[src/rtl/bus_arbiter.sv]
// bus_arbiter: two-master round-robin arbiter with bounded lock in front of the Bridge bus.
// Define BUS_ARB_PERF_EN to add per-master grant counters.
module bus_arbiter #(
    parameter int unsigned WAIT_CYC = 0,
    parameter int unsigned MAX_LOCK = 4
) (
    input  logic        cpu_clk,
    input  logic        cpu_rst_n,
    input  logic        m0_req,
    input  logic        m0_we,
    input  logic [31:0] m0_addr,
    input  logic [31:0] m0_wdata,
    input  logic        m0_lock,
    output logic        m0_ack,
    output logic [31:0] m0_rdata,
    input  logic        m1_req,
    input  logic        m1_we,
    input  logic [31:0] m1_addr,
    input  logic [31:0] m1_wdata,
    input  logic        m1_lock,
    output logic        m1_ack,
    output logic [31:0] m1_rdata,
    output logic [31:0] Bus_addr,
    output logic        Bus_we,
    output logic [31:0] Bus_wdata,
    input  logic [31:0] Bus_rdata,
    output logic [1:0]  grant,
`ifdef BUS_ARB_PERF_EN
    output logic [31:0] m0_grant_cnt,
    output logic [31:0] m1_grant_cnt,
`endif
    output logic        busy
);

    typedef enum logic [1:0] {IDLE, ADDR, WAIT, RESP} state_e;

    localparam int unsigned WLAST     = (WAIT_CYC > 0) ? WAIT_CYC - 1 : 0;
    localparam logic [3:0]  WAIT_LAST = WLAST[3:0];
    localparam logic [3:0]  LOCK_MAX  = MAX_LOCK[3:0];

    state_e      state_q;
    logic        own_q;
    logic [3:0]  wcnt_q;
    logic        last_q;
    logic        lock_pend_q;
    logic [3:0]  lock_cnt_q;
    logic [31:0] rdata_q;

    logic        both;
    logic        lock_win;
    logic        own_d;
    logic        win_we;
    logic [31:0] win_addr;
    logic [31:0] win_wdata;
    logic        own_lock;
    logic        sample;

    always_comb begin
        both     = m0_req & m1_req;
        lock_win = both & lock_pend_q & (lock_cnt_q < LOCK_MAX);
        own_d    = m1_req;
        if (both) begin
            own_d = lock_win ? last_q : ~last_q;
        end
        win_we    = own_d ? m1_we    : m0_we;
        win_addr  = own_d ? m1_addr  : m0_addr;
        win_wdata = own_d ? m1_wdata : m0_wdata;
        own_lock  = own_q ? m1_lock  : m0_lock;
        sample    = ((state_q == ADDR) && (WAIT_CYC == 0)) ||
                    ((state_q == WAIT) && (wcnt_q == '0));
    end

    // Read data is only presented to the master being acknowledged.
    assign m0_rdata = m0_ack ? rdata_q : '0;
    assign m1_rdata = m1_ack ? rdata_q : '0;

    always_ff @(posedge cpu_clk or negedge cpu_rst_n) begin
        if (!cpu_rst_n) begin
            state_q     <= IDLE;
            own_q       <= 1'b0;
            wcnt_q      <= '0;
            last_q      <= 1'b1;
            lock_pend_q <= 1'b0;
            lock_cnt_q  <= '0;
            rdata_q     <= '0;
            Bus_addr    <= '0;
            Bus_we      <= 1'b0;
            Bus_wdata   <= '0;
            grant       <= '0;
            busy        <= 1'b0;
            m0_ack      <= 1'b0;
            m1_ack      <= 1'b0;
`ifdef BUS_ARB_PERF_EN
            m0_grant_cnt <= '0;
            m1_grant_cnt <= '0;
`endif
        end else begin
            unique case (state_q)
                IDLE: begin
                    if (m0_req | m1_req) begin
                        state_q   <= ADDR;
                        own_q     <= own_d;
                        Bus_addr  <= win_addr;
                        Bus_we    <= win_we;
                        Bus_wdata <= win_wdata;
                        grant     <= own_d ? 2'b10 : 2'b01;
                        busy      <= 1'b1;
                        if (both) begin
                            lock_cnt_q <= lock_win ? lock_cnt_q + 4'd1 : '0;
                        end
                    end
                end
                ADDR: begin
                    Bus_we  <= 1'b0;
                    wcnt_q  <= WAIT_LAST;
                    state_q <= sample ? RESP : WAIT;
                end
                WAIT: begin
                    wcnt_q <= wcnt_q - 4'd1;
                    if (sample) begin
                        state_q <= RESP;
                    end
                end
                RESP: begin
                    state_q     <= IDLE;
                    grant       <= '0;
                    busy        <= 1'b0;
                    m0_ack      <= 1'b0;
                    m1_ack      <= 1'b0;
                    last_q      <= own_q;
                    lock_pend_q <= own_lock;
                    if (!own_lock) begin
                        lock_cnt_q <= '0;
                    end
`ifdef BUS_ARB_PERF_EN
                    if (own_q) begin
                        m1_grant_cnt <= m1_grant_cnt + 32'd1;
                    end else begin
                        m0_grant_cnt <= m0_grant_cnt + 32'd1;
                    end
`endif
                end
                default: state_q <= IDLE;
            endcase
            // Last bus cycle: capture read data, release the bus, raise ack.
            if (sample) begin
                rdata_q   <= Bus_rdata;
                Bus_addr  <= '0;
                Bus_we    <= 1'b0;
                Bus_wdata <= '0;
                m0_ack    <= ~own_q;
                m1_ack    <= own_q;
            end
        end
    end

endmodule

[config.mk]
export PLATFORM = sky130hd
export DESIGN_NAME = bus_arbiter
export DESIGN_NICKNAME = d
export VERILOG_FILES = /design/src/rtl/bus_arbiter.sv
export SDC_FILE = /design/constraint.sdc
export NUM_CORES = 1
export LEC_CHECK = 0
export CORE_ASPECT_RATIO = 1.25
export CORE_UTILIZATION = 30
export CTS_CLUSTER_DIAMETER = 50
export DETAILED_ROUTE_END_ITERATION = 12
export PLACE_DENSITY = 0.66
export SYNTH_ARGS = -nofsm -noshare
export SYNTH_HDL_FRONTEND = slang
export SYNTH_SLANG_ARGS = --single-unit
[constraint.sdc]
create_clock -name cpu_clk -period 1.9 [get_ports cpu_clk]
set_clock_uncertainty 0.15 [all_clocks]
set_input_delay 0.57 -clock cpu_clk [delete_from_list [all_inputs] [get_ports cpu_clk]]
set_output_delay 0.57 -clock cpu_clk [all_outputs]
set_load 0.02 [all_outputs]
==> results of run 1 <==
state kept, by name (all words and copies together), names as in the netlist:
register / flops
Bus_addr: 32
Bus_wdata: 32
Bus_we: 1
busy: 1
grant: 2
last_q: 1
lock_cnt_q: 4
lock_pend_q: 1
m0_ack: 1
m1_ack: 1
own_q: 1
rdata_q: 32
state_q: 2
wcnt_q: 4
through the flow:
step,utilization,std cells
after detailed placement,0.4904,1157
after CTS,0.5328,1210
final,0.5778,1210
after floorplan,-,608
after global routing,0.5778,1210
after global placement,0.4904,1157
final cells by class:
cell class	count	area share
clock buffers	24	0.04387
inverters	12	0.004019
clock inverters	5	0.004689
repair buffers	369	0.3405
well taps	265	0.02958
flip-flops and latches	115	0.2570
multi-input cells	420	0.3204
worst max-delay path, delay by kind of cell (launching register included):
| family | cells | cell delay, ns |
|---|---|---|
| and+or+nand+nor | 1 | 0.13 |
| buffers and inverters | 2 | 0.29 |
| DFF | 1 | 0.48 |
cells in the final DEF, fill, tap and decap left out, types with 4 or more instances in the layout:
cell / netlist / layout
sky130_fd_sc_hd__inv_1: 10 / 8
sky130_fd_sc_hd__buf_16: 0 / 5
sky130_fd_sc_hd__inv_2: 2 / 4
sky130_fd_sc_hd__clkdlybuf4s50_1: 0 / 164
sky130_fd_sc_hd__dlygate4sd2_1: 0 / 62
sky130_fd_sc_hd__mux2_4: 30 / 32
sky130_fd_sc_hd__clkbuf_16: 0 / 18
sky130_fd_sc_hd__mux2i_1: 6 / 5
sky130_fd_sc_hd__nand2_1: 11 / 11
sky130_fd_sc_hd__o21ai_0: 117 / 108
sky130_fd_sc_hd__buf_6: 4 / 56
sky130_fd_sc_hd__o21ai_1: 23 / 30
sky130_fd_sc_hd__dfrtp_1: 114 / 113
sky130_fd_sc_hd__buf_2: 12 / 21
sky130_fd_sc_hd__buf_4: 5 / 29
sky130_fd_sc_hd__and2_1: 66 / 26
sky130_fd_sc_hd__clkbuf_8: 0 / 4
sky130_fd_sc_hd__a21oi_1: 67 / 34
sky130_fd_sc_hd__and2_4: 0 / 40
sky130_fd_sc_hd__buf_12: 0 / 20
sky130_fd_sc_hd__a31oi_1: 67 / 28
sky130_fd_sc_hd__clkdlybuf4s15_1: 0 / 5
sky130_fd_sc_hd__a21oi_2: 0 / 33
sky130_fd_sc_hd__a31oi_4: 0 / 38
power groups by stage:
stage          registers, W  clock network (W)  logic, W
2_1_floorplan       0.00424                  0   0.00443
3_3_place_gp        0.00387                  0   0.00836
3_5_place_dp        0.00389                  0   0.00844
4_1_cts             0.00389            0.00306   0.00922
5_1_grt             0.00405            0.00319    0.0110
6_report            0.00392            0.00300    0.0103
worst paths after layout:
| path | start | end | slack (ns) | depth (start not counted) |
|---|---|---|---|---|
| max in group asynchronous | cpu_rst_n | last_q | 0.56 | 3 |
| setup / recovery | m1_ack | m1_rdata[5] | -0.14 | 3 |
| hold / removal | lock_pend_q | lock_pend_q | 0.37 | 2 |
| setup reg to reg | lock_cnt_q[2] | Bus_addr[31] | -0.14 | 8 |
| hold reg to reg | lock_pend_q | lock_pend_q | 0.37 | 2 |
| min in group asynchronous | cpu_rst_n | rdata_q[1] | 0.45 | 2 |
cells by family after synthesis:
| group | count (synthesis) | synth area share |
|---|---|---|
| flip-flops | 115 | 0.4865 |
| AND/OR/NAND/NOR | 93 | 0.09324 |
| AO/OA/AOI/OAI | 279 | 0.2529 |
| adder cells (fa/ha/maj) | 6 | 0.01268 |
| buffers and inverters | 73 | 0.05708 |
| multiplexers | 42 | 0.09767 |
synthesized netlist by cell type, types with 4 or more instances:
| cell type | count |
|---|---|
| sky130_fd_sc_hd__clkbuf_1 | 36 |
| sky130_fd_sc_hd__a31oi_1 | 67 |
| sky130_fd_sc_hd__a21oi_1 | 67 |
| sky130_fd_sc_hd__mux2i_1 | 6 |
| sky130_fd_sc_hd__mux2_2 | 5 |
| sky130_fd_sc_hd__o21ai_1 | 23 |
| sky130_fd_sc_hd__ha_1 | 6 |
| sky130_fd_sc_hd__nand3_1 | 5 |
| sky130_fd_sc_hd__buf_2 | 12 |
| sky130_fd_sc_hd__mux2_4 | 30 |
| sky130_fd_sc_hd__buf_4 | 5 |
| sky130_fd_sc_hd__buf_1 | 4 |
| sky130_fd_sc_hd__buf_6 | 4 |
| sky130_fd_sc_hd__inv_1 | 10 |
| sky130_fd_sc_hd__dfrtp_1 | 114 |
| sky130_fd_sc_hd__nand2_1 | 11 |
| sky130_fd_sc_hd__o21ai_0 | 117 |
| sky130_fd_sc_hd__and2_1 | 66 |
per-layer routing:
layer / share of wire / vias up / routed length, µm
li1: - / 2863 / -
met1: 0.40 / 2975 / 9176
met2: 0.51 / 279 / 11730
met3: 0.069 / 48 / 1589
met4: 0.028 / 0 / 658
met5: 0 / - / 0
timing repair:
item                                   in CTS  in global routing
pin swaps                                  62                102
setup buffers                              14                  7
setup endpoints to repair                 186                174
resized for setup                         435                195
cloned                                     10                  1
hold buffers                                1                  0
endpoints found under the hold margin      13                  0
==> PnR_summary.wiki, run 1 <==
{| class="wikitable"
! Metric !! Value
|-
| Placement Cell Area || 0.009513 mm²
|-
| Clock group share of total power || 0.174
|-
| Fraction of final layout cells with drive strength greater than 1 || 0.3492
|-
| Post-layout min period || 2.035 ns
|-
| Largest net degree at the start of global routing || 55
|-
| Arrival time of data at the critical path endpoint || 1.32 ns
|-
| Cell at the root of the clock tree || sky130_fd_sc_hd__clkbuf_16
|-
| Kind of start point of the critical path || flip-flop
|-
| Filler instances || 1,694
|-
| GPL Wtd Cong || 0.7853
|-
| Number of iterations in the first detailed-routing pass || 4
|-
| Horiz. Die Dim || 127.6 µm
|-
| First-pass GRT wire length || 34,900 µm
|-
| Count of max-cap constraint violations || 0
|-
| Gate Count Post-Synth || 608
|-
| Yosys top cell area share || 0.4820
|-
| Worst min-delay path class || reg -> reg
|-
| Flop and latch count out of synthesis || 115
|-
| Primary FF master, synth || sky130_fd_sc_hd__dfrtp_1
|-
| Clock insertion delay at the later pin of the skew report || 0.41 ns
|-
| Total global routing overflow || 0
|-
| Warning count from the yosys run || 0
|-
| Initial drt markers || 303
|-
| Critical Path Slowest Stage Cell || sky130_fd_sc_hd__dfrtp_2
|-
| GR met2 Demand/Resource || 0.3758
|-
| Setup total negative slack || -11.85 ns
|-
| Syn Nets || 782
|-
| Post-Syn Area || 0.005918 mm²
|-
| CTS H-tree lvls || 4
|-
| Floorplan die area || 0.02030 mm²
|-
| Register share of total power || 0.228
|-
| Max-slew violations || 0
|-
| Final Routed Wirelength || 23,160 µm
|-
| Vias/cell || 5.095
|-
| Final worst slack || -0.1351 ns
|-
| Global router's overall resource usage || 0.2235
|-
| Share of synthesized flip-flops with an asynchronous set or reset || 1.000
|-
| Final Cell Area || 0.01121 mm²
|-
| Ranking of synthesized cells by area || sky130_fd_sc_hd__dfrtp_1, sky130_fd_sc_hd__o21ai_0, sky130_fd_sc_hd__mux2_4
|-
| Clk pin slew, worst setup/hold paths || 0.05 ns
|-
| Worst Path Class, Setup || reg -> out
|-
| Count of flip-flops with a built-in enable after synthesis || 0
|-
| Worst setup timing slack at the placement stage || -0.4567 ns
|-
| Final setup violation count || 122
|-
| Leakage power || 4.931 nW
|-
| Number of placement rows || 57
|-
| Power density of the placed cells || 1537 mW/mm²
|-
| Maximum vdd ir drop || 0.0009274 V
|-
| DR WL/cell || 19.14 µm
|-
| Remaining number of nets flagged by the antenna check after routing || 0
|-
| Area used by multi-input combinational logic || 0.003591 mm²
|-
| Cell-internal power || 0.01032 W
|-
| Met3 track utilization from global routing || 0.06620
|-
| Crit-path max cell delay || 0.48 ns
|-
| Switching share of total power || 0.4007
|-
| Vias in the first global route || 6,205
|-
| Result of the run || finished, violations left
|-
| Sequential fraction of the synthesis area || 0.4865
|-
| Routed vias || 6,165
|-
| Highest net fanout along the worst path || 7
|-
| Total of buffers placed on input and output ports || 301
|-
| Peak clock frequency supported by timing || 491.4 MHz
|-
| Headroom to the max-slew limit || 0.6470
|-
| Critical path cell sequence || buf_6 -> and2_4 -> buf_6
|-
| DRC Markers || 0
|-
| Placed wire-length estimate after detailed placement || 14,410 µm
|-
| Total number of clock tree sinks || 115
|-
| WHS || 0.3674 ns
|-
| Post-layout nets || 1,109
|-
| Transition time at the pin with the least slew margin || 0.5294 ns
|-
| Top cell type by total area after synthesis || sky130_fd_sc_hd__dfrtp_1
|-
| Final hold viol count || 0
|-
| Mean Syn Cell Area || 9.734 µm²
|-
| Most repeated library cell on the critical path || sky130_fd_sc_hd__buf_6
|-
| Number of distinct library cell variants in the gate-level netlist after synthesis || 34
|-
| Grt met1 use || 0.2694
|-
| Gr busiest metal || met2
|-
| Top-level I/O count || 302
|-
| Maximum buffer depth of the clock tree || 2
|-
| Die height || 159.0 µm
|-
| Overall power after layout || 0.01723 W
|-
| RSZ-0062 raised after global routing || yes
|-
| Layout-stage area growth over the synthesis result || 89.39%
|-
| Net switching power of the design || 0.006903 W
|-
| CP Data Required Time || 1.18 ns
|-
| Number of antenna diodes || 0
|-
| Combinational Power Share || 0.598
|-
| CORE AREA || 0.01940 mm²
|-
| CTS tree || yes
|-
| Number of antenna violations at the first check in global routing || 0
|-
| Final period util || 1.071
|-
| Violations in the final reports || negative setup slack
|-
| Nature of the critical path endpoint || output pin
|-
| TritonCTS Buffers || 17
|-
| Initial standard-cell utilization of the core || 0.3051
|-
| Register area || 0.002880 mm²
|}
Note: power is estimated with default switching activity, not from simulation.
==> inputs of run 2 (changes only) <==
--- a/config.mk
+++ b/config.mk
@@ -6,9 +6,10 @@
 export NUM_CORES = 1
 export LEC_CHECK = 0
+export ABC_AREA = 1
 export CORE_ASPECT_RATIO = 1.25
 export CORE_UTILIZATION = 30
 export CTS_CLUSTER_DIAMETER = 50
 export DETAILED_ROUTE_END_ITERATION = 12
-export PLACE_DENSITY = 0.66
+export GPL_ROUTABILITY_DRIVEN = 1
 export SYNTH_ARGS = -nofsm -noshare
 export SYNTH_HDL_FRONTEND = slang
--- a/constraint.sdc
+++ b/constraint.sdc
@@ -3,3 +3,3 @@
 set_input_delay 0.57 -clock cpu_clk [delete_from_list [all_inputs] [get_ports cpu_clk]]
 set_output_delay 0.57 -clock cpu_clk [all_outputs]
-set_load 0.02 [all_outputs]
+set_load 0.05 [all_outputs]
==> run 2 against run 1 <==
Net effect: the run still ends with negative setup slack left; first-iteration DRC count decreased by 29%; synthesized cell count increased by 53%; area after synthesis increased by 5.6%; clock power increased by 15%; die area increased by 5.5%; utilization increased by 3.3 points; highest routed layer unchanged; sequential power increased by 28%.
==> PnR_summary.wiki, run 2 <==
{| class="wikitable"
! Metric !! Value
|-
| Switching share of total power || 0.4652
|-
| Violations in the final reports || negative setup slack
|-
| Die height || 163.3 µm
|-
| Final hold viol count || 0
|-
| CTS tree || yes
|-
| GPL Wtd Cong || 0.7576
|-
| Worst Path Class, Setup || reg -> out
|-
| Number of placement rows || 58
|-
| Worst min-delay path class || reg -> reg
|-
| Total number of clock tree sinks || 115
|-
| Yosys top cell area share || 0.4566
|-
| Vias/cell || 4.406
|-
| Share of synthesized flip-flops with an asynchronous set or reset || 1.000
|-
| Arrival time of data at the critical path endpoint || 1.45 ns
|-
| DR WL/cell || 14.44 µm
|-
| Maximum vdd ir drop || 0.0009194 V
|-
| Number of distinct library cell variants in the gate-level netlist after synthesis || 19
|-
| Global router's overall resource usage || 0.2061
|-
| DRC Markers || 0
|-
| Combinational Power Share || 0.642
|-
| Commonest non-fill, non-tap cells in the layout || sky130_fd_sc_hd__nand2_1, sky130_fd_sc_hd__clkdlybuf4s50_1, sky130_fd_sc_hd__buf_12
|-
| Routed vias || 6,714
|-
| Headroom to the max-slew limit || 0.7754
|-
| Peak clock frequency supported by timing || 460.7 MHz
|-
| Most instantiated library cell after synthesis || sky130_fd_sc_hd__nand2_1
|-
| Result of the run || finished, violations left
|-
| Power density of the placed cells || 1915 mW/mm²
|-
| Post-Syn Area || 0.006247 mm²
|-
| Post-layout min period || 2.171 ns
|-
| Clock group share of total power || 0.146
|-
| Horiz. Die Dim || 131.1 µm
|-
| Mean Syn Cell Area || 6.717 µm²
|-
| Post-layout nets || 1,415
|-
| TritonCTS Buffers || 17
|-
| Initial standard-cell utilization of the core || 0.3086
|-
| HP Start || last_q
|-
| Ranking of synthesized cells by area || sky130_fd_sc_hd__dfrtp_1, sky130_fd_sc_hd__nand2_1, sky130_fd_sc_hd__inv_1
|-
| Register area || 0.002882 mm²
|-
| Number of iterations in the first detailed-routing pass || 4
|-
| Worst reg2reg startpoint || state_q[0]
|-
| First-pass GRT wire length || 33,410 µm
|-
| Syn Nets || 1,104
|-
| Net switching power of the design || 0.01102 W
|-
| Filler instances || 1,770
|-
| Fraction of final layout cells with drive strength greater than 1 || 0.2600
|-
| Maximum buffer depth of the clock tree || 2
|-
| Number of placed instances, taps included || 1,481
|-
| Nature of the critical path endpoint || output pin
|-
| Leading cell types by count after synthesis || sky130_fd_sc_hd__nand2_1, sky130_fd_sc_hd__inv_1, sky130_fd_sc_hd__nand3_1
|-
| Cell at the root of the clock tree || sky130_fd_sc_hd__clkbuf_16
|-
| Sequential fraction of the synthesis area || 0.4608
|-
| Post-route insts no fill || 1,524
|-
| Count of max-cap constraint violations || 0
|-
| Final setup violation count || 66
|-
| CTS H-tree lvls || 4
|-
| Number of antenna violations at the first check in global routing || 0
|-
| Overall power after layout || 0.02369 W
|-
| Largest net degree at the start of global routing || 66
|-
| Register share of total power || 0.212
|-
| Most common cell after layout, fill and taps aside || sky130_fd_sc_hd__nand2_1
|-
| Final Routed Wirelength || 22,000 µm
|-
| Leakage power || 6.130 nW
|-
| Area used by multi-input combinational logic || 0.002574 mm²
|-
| Total global routing overflow || 0
|-
| Setup total negative slack || -14.64 ns
|-
| Initial drt markers || 216
|-
| Flop and latch count out of synthesis || 115
|-
| Floorplan die area || 0.02141 mm²
|-
| Warning count from the yosys run || 0
|-
| CP Data Required Time || 1.18 ns
|-
| Final period util || 1.142
|-
| Vias in the first global route || 6,518
|-
| Crit path from || m0_ack
|-
| Top-level I/O count || 302
|-
| CORE AREA || 0.02025 mm²
|-
| Primary FF master, synth || sky130_fd_sc_hd__dfrtp_1
|-
| Max-slew violations || 0
|-
| Layout-stage area growth over the synthesis result || 98.10%
|-
| Number of antenna diodes || 0
|-
| Remaining number of nets flagged by the antenna check after routing || 0
|-
| Top cell type by total area after synthesis || sky130_fd_sc_hd__dfrtp_1
|-
| Count of flip-flops with a built-in enable after synthesis || 0
|-
| Biggest registers after layout || Bus_addr (32), Bus_wdata (32), rdata_q (32)
|-
| Placed wire-length estimate after detailed placement || 15,680 µm
|-
| RSZ-0062 raised after global routing || yes
|-
| Total of buffers placed on input and output ports || 301
|-
| Highest net fanout along the worst path || 17
|-
| Worst setup timing slack at the placement stage || -0.3122 ns
|-
| Clock insertion delay at the later pin of the skew report || 0.41 ns
|-
| Cell-internal power || 0.01267 W
|-
| Gate Count Post-Synth || 930
|-
| Kind of start point of the critical path || flip-flop
|-
| Final worst slack || -0.2707 ns
|-
| Clk pin slew, worst setup/hold paths || 0.05 ns
|-
| Transition time at the pin with the least slew margin || 0.3368 ns
|}
run 2: changes by cell type after synthesis, moves of 30 or more:
| cell | previous run | this run |
|---|---|---|
| sky130_fd_sc_hd__a21oi_1 | 67 | 2 |
| sky130_fd_sc_hd__a31oi_1 | 67 | 0 |
| sky130_fd_sc_hd__inv_1 | 10 | 209 |
| sky130_fd_sc_hd__nand2_1 | 11 | 379 |
| sky130_fd_sc_hd__nand3_1 | 5 | 139 |
| sky130_fd_sc_hd__mux2_4 | 30 | 0 |
| sky130_fd_sc_hd__and2_1 | 66 | 0 |
| sky130_fd_sc_hd__o21ai_0 | 117 | 13 |
run 2: final timing paths:
check                           slack (ns)            end  cells past startpoint
max in group asynchronous             0.56         m0_ack                      3
worst min-delay path                  0.36         last_q                      2
worst min register to register        0.36         last_q                      2
worst max-delay path                 -0.27   m0_rdata[17]                      4
worst max register to register        0.08  Bus_wdata[20]                      9
min in group asynchronous             0.43   Bus_wdata[4]                      2
run 2: kinds of logic (layout without fill, tap and decap cells):
family | count (synthesis) | in the layout | synth area share
and+or+nand+nor | 531 | 531 | 0.3487
buffers and inverters | 260 | 584 | 0.1636
DFF | 115 | 115 | 0.4608
AOI/OAI and AO/OA | 18 | 18 | 0.01482
adders and majority gates | 6 | 6 | 0.01202
run 2: cell type report:
type	count	share of cell area
clock inverters	13	0.01476
clock buffers	19	0.03660
multi-input cells	555	0.2080
flip-flops and latches	115	0.2328
well taps	270	0.02730
inverters	211	0.08240
repair buffers	341	0.3981
run 2: power groups by stage:
stage               combinational [W]  sequential (W)  clock (W)
floorplan                     0.00505         0.00693          0
global placement               0.0146         0.00485          0
detailed placement             0.0147         0.00488          0
CTS                            0.0150         0.00498    0.00352
global route                   0.0161         0.00519    0.00364
finish                         0.0152         0.00503    0.00345
run 2: repair_timing:
item	4_1_cts	5_1_grt
cloned	0	4
buffers inserted	3	3
hold buffers	1	0
pin swaps	4	6
gates resized for setup	60	21
setup endpoints to repair	66	135
endpoints found under the hold margin	15	0
run 2: worst max-delay path, cell delays in order, from the launching register on:
cell	delay (ns)
sky130_fd_sc_hd__dfrtp_2	0.49
sky130_fd_sc_hd__buf_12	0.19
sky130_fd_sc_hd__nand2_2	0.09
sky130_fd_sc_hd__clkinvlp_4	0.10
sky130_fd_sc_hd__buf_12	0.15
run 2: per-layer routing:
metal,GRT usage,share of wire
met4,0.06270,0.014
met3,0.09532,0.12
met1,0.2288,0.38
met5,0,0
met2,0.3475,0.49
run 2: metrics by stage:
step | hold WS, ns | instance area [µm²] | util
2_1_floorplan | 0.1244 | 6485 | -
3_3_place_gp | 0.3111 | 11330 | 0.5597
3_5_place_dp | 0.3126 | 11330 | 0.5597
4_1_cts | 0.3647 | 12170 | 0.6012
5_1_grt | 0.3895 | 12380 | 0.6112
6_report | 0.3552 | 12380 | 0.6112
==> inputs of run 3 (changes only) <==
- CTS_CLUSTER_DIAMETER: 50 -> 100
==> results of run 3 <==
Same layout as run 2: the final DEF is identical, and so are final timing and power.
